$ cat config.mk
export PLATFORM = sky130hd
export DESIGN_NAME = uart_rx_debug
export DESIGN_NICKNAME = d
export VERILOG_FILES = /design/src/rtl/uart_rx_debug.sv
export SDC_FILE = /design/constraint.sdc
export NUM_CORES = 1
export LEC_CHECK = 0
export CAP_MARGIN = 10
export CORE_ASPECT_RATIO = 1.4
export CORE_MARGIN = 5
export CORE_UTILIZATION = 40
export DETAILED_ROUTE_END_ITERATION = 16
export GPL_TIMING_DRIVEN = 0
export PLACE_DENSITY = 0.69
export SYNTH_ARGS = -nofsm -noshare
export SYNTH_HDL_FRONTEND = slang
export SYNTH_SLANG_ARGS = --single-unit
$ cat constraint.sdc
create_clock -name clock -period 2.8 [get_ports clock]
set_clock_uncertainty 0.15 [all_clocks]
set_input_delay 0.56 -clock clock [delete_from_list [all_inputs] [get_ports clock]]
set_output_delay 0.56 -clock clock [all_outputs]
set_load 0.03 [all_outputs]
$ cat src/rtl/uart_rx_debug.sv
// rtl/uart_rx_debug.sv - 8N1 UART receiver, 16x oversampled, with ack handshake and error flags
module uart_rx_debug #(
    parameter int BAUD_DIV = 456,
    parameter int OVS      = 16
) (
    input  logic       clock,
    input  logic       resetGral,
    input  logic       uartRxPin,
    input  logic       rdAck,
    output logic [7:0] rxData,
    output logic       dataAvailable,
    output logic       framingError,
    output logic       overrun,
    output logic       busy
);

    localparam int DW = (BAUD_DIV > 1) ? $clog2(BAUD_DIV) : 1;
    localparam int TW = (OVS > 1) ? $clog2(OVS) : 1;
    localparam logic [DW-1:0] DIV_LAST = DW'(BAUD_DIV - 1);
    localparam logic [TW-1:0] TC_LAST  = TW'(OVS - 1);
    localparam logic [TW-1:0] TC_MID   = TW'(OVS / 2 - 1);

    typedef enum logic [2:0] {
        S_IDLE,
        S_START,
        S_DATA,
        S_STOP,
        S_WAITHI
    } state_t;

    state_t state;
    state_t state_next;

    logic          rx_meta;
    logic          rx_s;
    logic [DW-1:0] div_cnt;
    logic [TW-1:0] tc;
    logic [2:0]    bit_cnt;
    logic [7:0]    shift;
    logic          tick;
    logic          start_mid;
    logic          bit_mid;
    logic          complete;
    logic          stop_bad;

    // Divider only runs inside a frame, so each frame starts phase-aligned to its start edge
    assign tick      = (state != S_IDLE) && (div_cnt == DIV_LAST);
    assign start_mid = (state == S_START) && tick && (tc == TC_MID);
    assign bit_mid   = tick && (tc == TC_LAST);
    assign complete  = (state == S_STOP) && bit_mid && rx_s;
    assign stop_bad  = (state == S_STOP) && bit_mid && !rx_s;

    always_ff @(posedge clock) begin
        if (resetGral) begin
            rx_meta <= 1'b1;
            rx_s    <= 1'b1;
        end else begin
            rx_meta <= uartRxPin;
            rx_s    <= rx_meta;
        end
    end

    always_ff @(posedge clock) begin
        if (resetGral) begin
            state <= S_IDLE;
        end else begin
            state <= state_next;
        end
    end

    always_comb begin
        state_next = state;
        case (state)
            S_IDLE: begin
                if (!rx_s) begin
                    state_next = S_START;
                end
            end
            S_START: begin
                if (start_mid) begin
                    state_next = rx_s ? S_IDLE : S_DATA;
                end
            end
            S_DATA: begin
                if (bit_mid && (bit_cnt == 3'd7)) begin
                    state_next = S_STOP;
                end
            end
            S_STOP: begin
                if (bit_mid) begin
                    state_next = rx_s ? S_IDLE : S_WAITHI;
                end
            end
            S_WAITHI: begin
                if (rx_s) begin
                    state_next = S_IDLE;
                end
            end
            default: state_next = S_IDLE;
        endcase
    end

    always_comb begin
        busy = (state != S_IDLE);
    end

    always_ff @(posedge clock) begin
        if (resetGral) begin
            div_cnt <= '0;
            tc      <= '0;
            bit_cnt <= '0;
            shift   <= '0;
        end else if (state == S_IDLE) begin
            div_cnt <= '0;
            tc      <= '0;
            bit_cnt <= '0;
        end else begin
            div_cnt <= tick ? '0 : div_cnt + 1'b1;
            if (tick) begin
                // tc wraps at mid-start so data bits are sampled OVS ticks apart from there
                tc <= (start_mid || tc == TC_LAST) ? '0 : tc + 1'b1;
            end
            if ((state == S_DATA) && bit_mid) begin
                shift   <= {rx_s, shift[7:1]};
                bit_cnt <= bit_cnt + 1'b1;
            end
        end
    end

    always_ff @(posedge clock) begin
        if (resetGral) begin
            rxData        <= 8'h00;
            dataAvailable <= 1'b0;
            framingError  <= 1'b0;
            overrun       <= 1'b0;
        end else begin
            framingError <= stop_bad;
            if (complete) begin
                rxData        <= shift;
                dataAvailable <= 1'b1;
                // An ack in the completion cycle consumes the old byte, so no overrun
                if (rdAck) begin
                    overrun <= 1'b0;
                end else if (dataAvailable) begin
                    overrun <= 1'b1;
                end
            end else if (rdAck && dataAvailable) begin
                dataAvailable <= 1'b0;
                overrun       <= 1'b0;
            end
        end
    end

endmodule

Word-level counts from Yosys, hierarchy flattened
Index checks and enable logic that the tools add are counted.
{"block": "classes", "add_sub_neg": 3, "eq_ne": 14, "muxes": 14, "reduce_logical": 20, "bitwise_logic": 1}
{"cell": "two-way mux 3 bit", "n": 6}
{"cell": "one-hot mux 3 bit (5 select lines)", "n": 1}
{"cell": "logical AND 1 bit", "n": 10}
{"cell": "!= test 2 bit, second input constant", "n": 5}
{"cell": "adder 9 x 1 -> 9 bit, second input constant", "n": 1}
{"cell": "equality test 9 bit, second input constant", "n": 1}
{"cell": "equality test 3 x 2 -> 1 bit, second input constant", "n": 2}
{"cell": "equality test 3 bit, second input constant", "n": 2}
{"cell": "two-way mux 1 bit", "n": 5}
{"cell": "AND reduction 5 bit", "n": 1}
{"cell": "adder 4 x 1 -> 4 bit, second input constant", "n": 1}
{"cell": "equality test 4 x 3 -> 1 bit, second input constant", "n": 1}
{"cell": "equality test 4 bit, second input constant", "n": 1}
{"cell": "two-way mux 4 bit", "n": 1}
{"cell": "AND reduction 2 bit", "n": 2}
{"cell": "adder 3 x 1 -> 3 bit, second input constant", "n": 1}
{"cell": "equality test 3 x 1 -> 1 bit, second input constant", "n": 1}
{"cell": "zero test 3 bit", "n": 1}
{"cell": "!= test 3 bit, second input constant", "n": 1}
{"cell": "nonzero test 3 bit", "n": 1}
{"cell": "OR reduction 3 bit", "n": 1}
{"cell": "two-way mux 2 bit", "n": 1}
{"cell": "nonzero test 2 bit", "n": 1}
{"cell": "OR reduction 2 bit", "n": 1}
{"cell": "3 further kinds", "n": 3}
{"block": "word_totals", "output_inout_bits": 12, "inputBits": 4, "register_bits": 40}

Depth between registers and ports, before layout
{"block": "depth", "ltp_word": 7, "mapped_depth": 6}

Worst setup path after synthesis
OpenSTA, ideal clock, no wires.
{"block": "synth_path", "path_kind": "register to register", "start": "register div_cnt[3]", "end": "register rxData[6]", "required_ns": 2.522, "t_arrival_ns": 1.773, "path_buffers": 1, "path_stages_with_launch": 6, "path_slack_ns": 0.749, "synth_period_minus_slack_ns": 2.051, "setup_time_ns": 0.128, "path_cell_list": "dfxtp_1 > or4b_4 > or4_1 > buf_6 > mux2i_1 > nor2_1"}
{"block": "synth_between", "elab_chain_cells": 5}
{"element": "start: declaration", "line_no": "36", "text": "logic [DW-1:0] div_cnt;"}
{"element": "start signal: assignment", "line_no": "118", "text": "div_cnt <= tick ? '0 : div_cnt + 1'b1;"}
{"element": "equality test 9 bit", "line_no": "47", "text": "assign tick = (state != S_IDLE) && (div_cnt == DIV_LAST);"}
{"element": "logical AND 1 bit", "line_no": "47"}
{"element": "logical AND 1 bit", "line_no": "49", "text": "assign bit_mid = tick && (tc == TC_LAST);"}
{"element": "logical AND 1 bit (2 in a row)", "line_no": "50", "text": "assign complete = (state == S_STOP) && bit_mid && rx_s;"}
{"element": "end signal: assignment", "line_no": "139", "text": "rxData <= shift;"}
{"element": "end: declaration", "line_no": "10", "text": "output logic [7:0] rxData,"}
Every way passes these cells.
A chain may end at the register's enable or synchronous reset.

Worst setup path after layout
{"block": "layout_path", "start": "register state[2]", "end": "output port busy"}
{"block": "layout_between", "elab_chain_cells": 1}
{"element": "start: declaration", "line_no": "31", "text": "state_t state;"}
{"element": "start signal: assignment", "line_no": "67", "text": "state <= state_next;"}
{"element": "nonzero test 3 bit", "line_no": "104", "text": "busy = (state != S_IDLE);"}
{"element": "end: declaration", "line_no": "14", "text": "output logic busy"}
Every way passes these cells.

==> impl_metrics.yaml <==
status:
  status: "completed"
clock_network:
  clock_path_buffers: 2
  numCtsBuffers: 5
  cts-root-buf: "clkbuf_8"
  clk_latency_ns: 0.29
  cts-htree-levels: 2
  cts_tree: "done"
  post_cts_buffers: 0
  cts_resized: 0
  path_clk_slew_ns: 0.08
  ctsHoldBuffers: 0
  cts.sinks: 40
critical_path:
  critPathLaunch: "state[2]"
  cpPeakStageDelay_ns: 0.61
  critical_path_class: "register to output port"
  worst_setup_path_start_kind: "register"
  crit_end: "busy"
  r2r_start: "state[1]"
  end_kind: "output port"
  crit_arrival_ns: 1.65
  path_cells: "or3_1 > clkdlybuf4s50_1"
  rrSetupSlack_ns: 0.59
  r2r_cells: 6
  rr_endpoint: "shift[6]"
  slowest_stage: "clkdlybuf4s50_1"
  required_ns: 2.09
  cp_max_fo: 9
timing:
  worstMarginPinSlew_ns: 0.506
  rsz0062_at_grt: "false"
  period_needed_ns: 2.36
  relSlewSlack: 0.660
  fin_tns_setup_ns: 0
  final_hold_viol_count: 0
  post-route-period-util: 0.843
  setup_violations: 0
  max_freq_mhz: 424
  drv_slew: 0
  holdWs_ns: 0.271
placement:
  gp_congestion: 0.791
  place_inst: 238
  dp_hpwl_um: 2110
  port_buffers: 14
power:
  internal-power_w: 0.000842
  p_comb_frac: 0.020
  peakVddDrop_mv: 0.359
  power_density_nw_per_um2: 528
  power_switching_w: 0.000217
  swShare: 0.205
  power_frac_seq: 0.540
  clock_power_share: 0.440
  leakagePower_nw: 0.763
die:
  rows: 28
  dieArea_um2: 5660
  ios: 16
  start_util: 0.407
  die_w_um: 65.0
  die_h_um: 87.1
  fp.coreArea_um2: 4170
synth:
  synth_edf_count: 0
  synth.ff_latch_count: 40
  syn_nets: 187
  synth_top_area_frac: 0.472
  synth_flop_cell: "dfxtp_1"
  synth_cell_types: 40
  synth_area_per_cell_um2: 9.48
  synth_area_leaders: "dfxtp_1 (47%), mux2i_1 (11%), nor2_1 (6.9%)"
  synth_top_area_cell: "dfxtp_1"
  yosys_warnings: 0
  synthArstFlopShare: 0
  syn_area_um2: 1700
  ys_seq_area_frac: 0.472
  synthCells: 179
global_routing:
  grt_pass1_wl_um: 5490
  grt_max_degree: 14
  track_usage: 0.121
  antenna_found_initial: 0
  grt_pass1_vias: 1249
  gr-total-overflow: 0
final_layout:
  stdcell_count: 246
  layout_commonest_cell: "dfxtp_1"
  antenna_cells: 0
  areaGrowthSynthToFinish_pct: 18.1
  final_nets: 208
  drive_gt1_frac: 0.0796
  layout_common_cells: "dfxtp_1 (40), nor2_1 (31), mux2i_1 (18), clkdlybuf4s50_1 (14), nand3_1 (8)"
detailed_routing:
  drt.antenna.violating_nets: 0
  wl_um: 2950
  drc: 0
  vias_per_cell: 5.18
  dr_total_vias: 1275
  drt_iter0_drc: 39
  wl_per_cell_um: 12.0
  first_pass_iters: 4
min_path:
  hold_class: "register to register"
job:
  cap_violations: 0
==> sequential cells by signal, indices dropped and copies added (netlist names) <==
signal and count:
rx_meta 1, rxData 8, state 3, tc 4
shift 8, bit_cnt 3, dataAvailable 1, framingError 1
rx_s 1, div_cnt 9, overrun 1
==> logic make-up (layout without fill, tap and decap cells) <==
group / count (synthesis) / after routing / share of synthesized area
AND/OR/NAND/NOR: 80 / 80 / 0.251
buffers and inverters: 12 / 34 / 0.0332
flip-flops: 40 / 40 / 0.472
AO/OA/AOI/OAI: 16 / 16 / 0.0612
adder cells (fa/ha/maj): 4 / 4 / 0.0295
multiplexers: 18 / 18 / 0.106
XOR/XNOR: 9 / 9 / 0.0465
==> area by class of cell <==
cell class,instances,area (um2)
Clock inverter,3,42.5
Sequential cell,40,801
Fill cell,416,2160
Buffer,9,45.0
Clock buffer,5,68.8
Timing Repair Buffer,14,140
Inverter,3,11.3
Tap cell,45,56.3
Multi-Input combinational cell,127,840
==> cell usage after synthesis (all sizes together) (2+ instances only) <==
| cell type | n |
|---|---|
| a21oi | 6 |
| and3 | 4 |
| buf | 2 |
| clkbuf | 7 |
| dfxtp | 40 |
| ha | 4 |
| inv | 3 |
| mux2i | 18 |
| nand2 | 7 |
| nand2b | 4 |
| nand3 | 8 |
| nand4 | 4 |
| nor2 | 31 |
| nor2b | 2 |
| nor3 | 4 |
| nor3b | 2 |
| nor4 | 2 |
| o21ai | 2 |
| or2 | 2 |
| or3b | 2 |
| xnor2 | 2 |
| xor2 | 7 |
==> worst max-delay path, delay by kind of cell, from the launching register on <==
| kind | cells | cell delay, ns |
|---|---|---|
| simple gates | 1 | 0.36 |
| flops | 1 | 0.39 |
| buf+inv | 1 | 0.61 |
==> routing by layer <==
metal | GRT usage | vias up | part of all wire
met2 | 0.204 | 15 | 0.46
li1 | - | 666 | -
met1 | 0.147 | 588 | 0.48
met4 | 0.0453 | 0 | 0.020
met5 | 0 | - | 0
met3 | 0.0323 | 6 | 0.033
==> worst min-delay path by stage <==
stage	start	endpoint	slack (ns)	cells past startpoint
2_1_floorplan	rx_meta	rx_s	0.24	1
6_report	rx_meta	rx_s	0.27	1
3_3_place_gp	rx_meta	rx_s	0.25	1
3_5_place_dp	rx_meta	rx_s	0.26	1
4_1_cts	rx_meta	rx_s	0.28	1
5_1_grt	rx_meta	rx_s	0.30	1
==> power groups by stage <==
stage | Combinational (W) | Clock [W] | Sequential, W
6_report | 0.0000207 | 0.000466 | 0.000572
4_1_cts | 0.0000211 | 0.000479 | 0.000572
2_1_floorplan | 0.0000133 | 0 | 0.000585
3_3_place_gp | 0.0000211 | 0 | 0.000586
5_1_grt | 0.0000234 | 0.000503 | 0.000573
3_5_place_dp | 0.0000209 | 0 | 0.000586
==> through the flow <==
| stage | util | setup WS (ns) | cell area, um2 | total power, W |
|---|---|---|---|---|
| floorplan | - | 0.749 | 1700 | 0.000598 |
| global placement | 0.454 | 0.620 | 1890 | 0.000607 |
| detailed placement | 0.454 | 0.613 | 1890 | 0.000606 |
| CTS | 0.481 | 0.424 | 2000 | 0.00107 |
| global route | 0.481 | 0.368 | 2000 | 0.00110 |
| finish | 0.481 | 0.439 | 2000 | 0.00106 |
(Power assumes the default switching activity.)
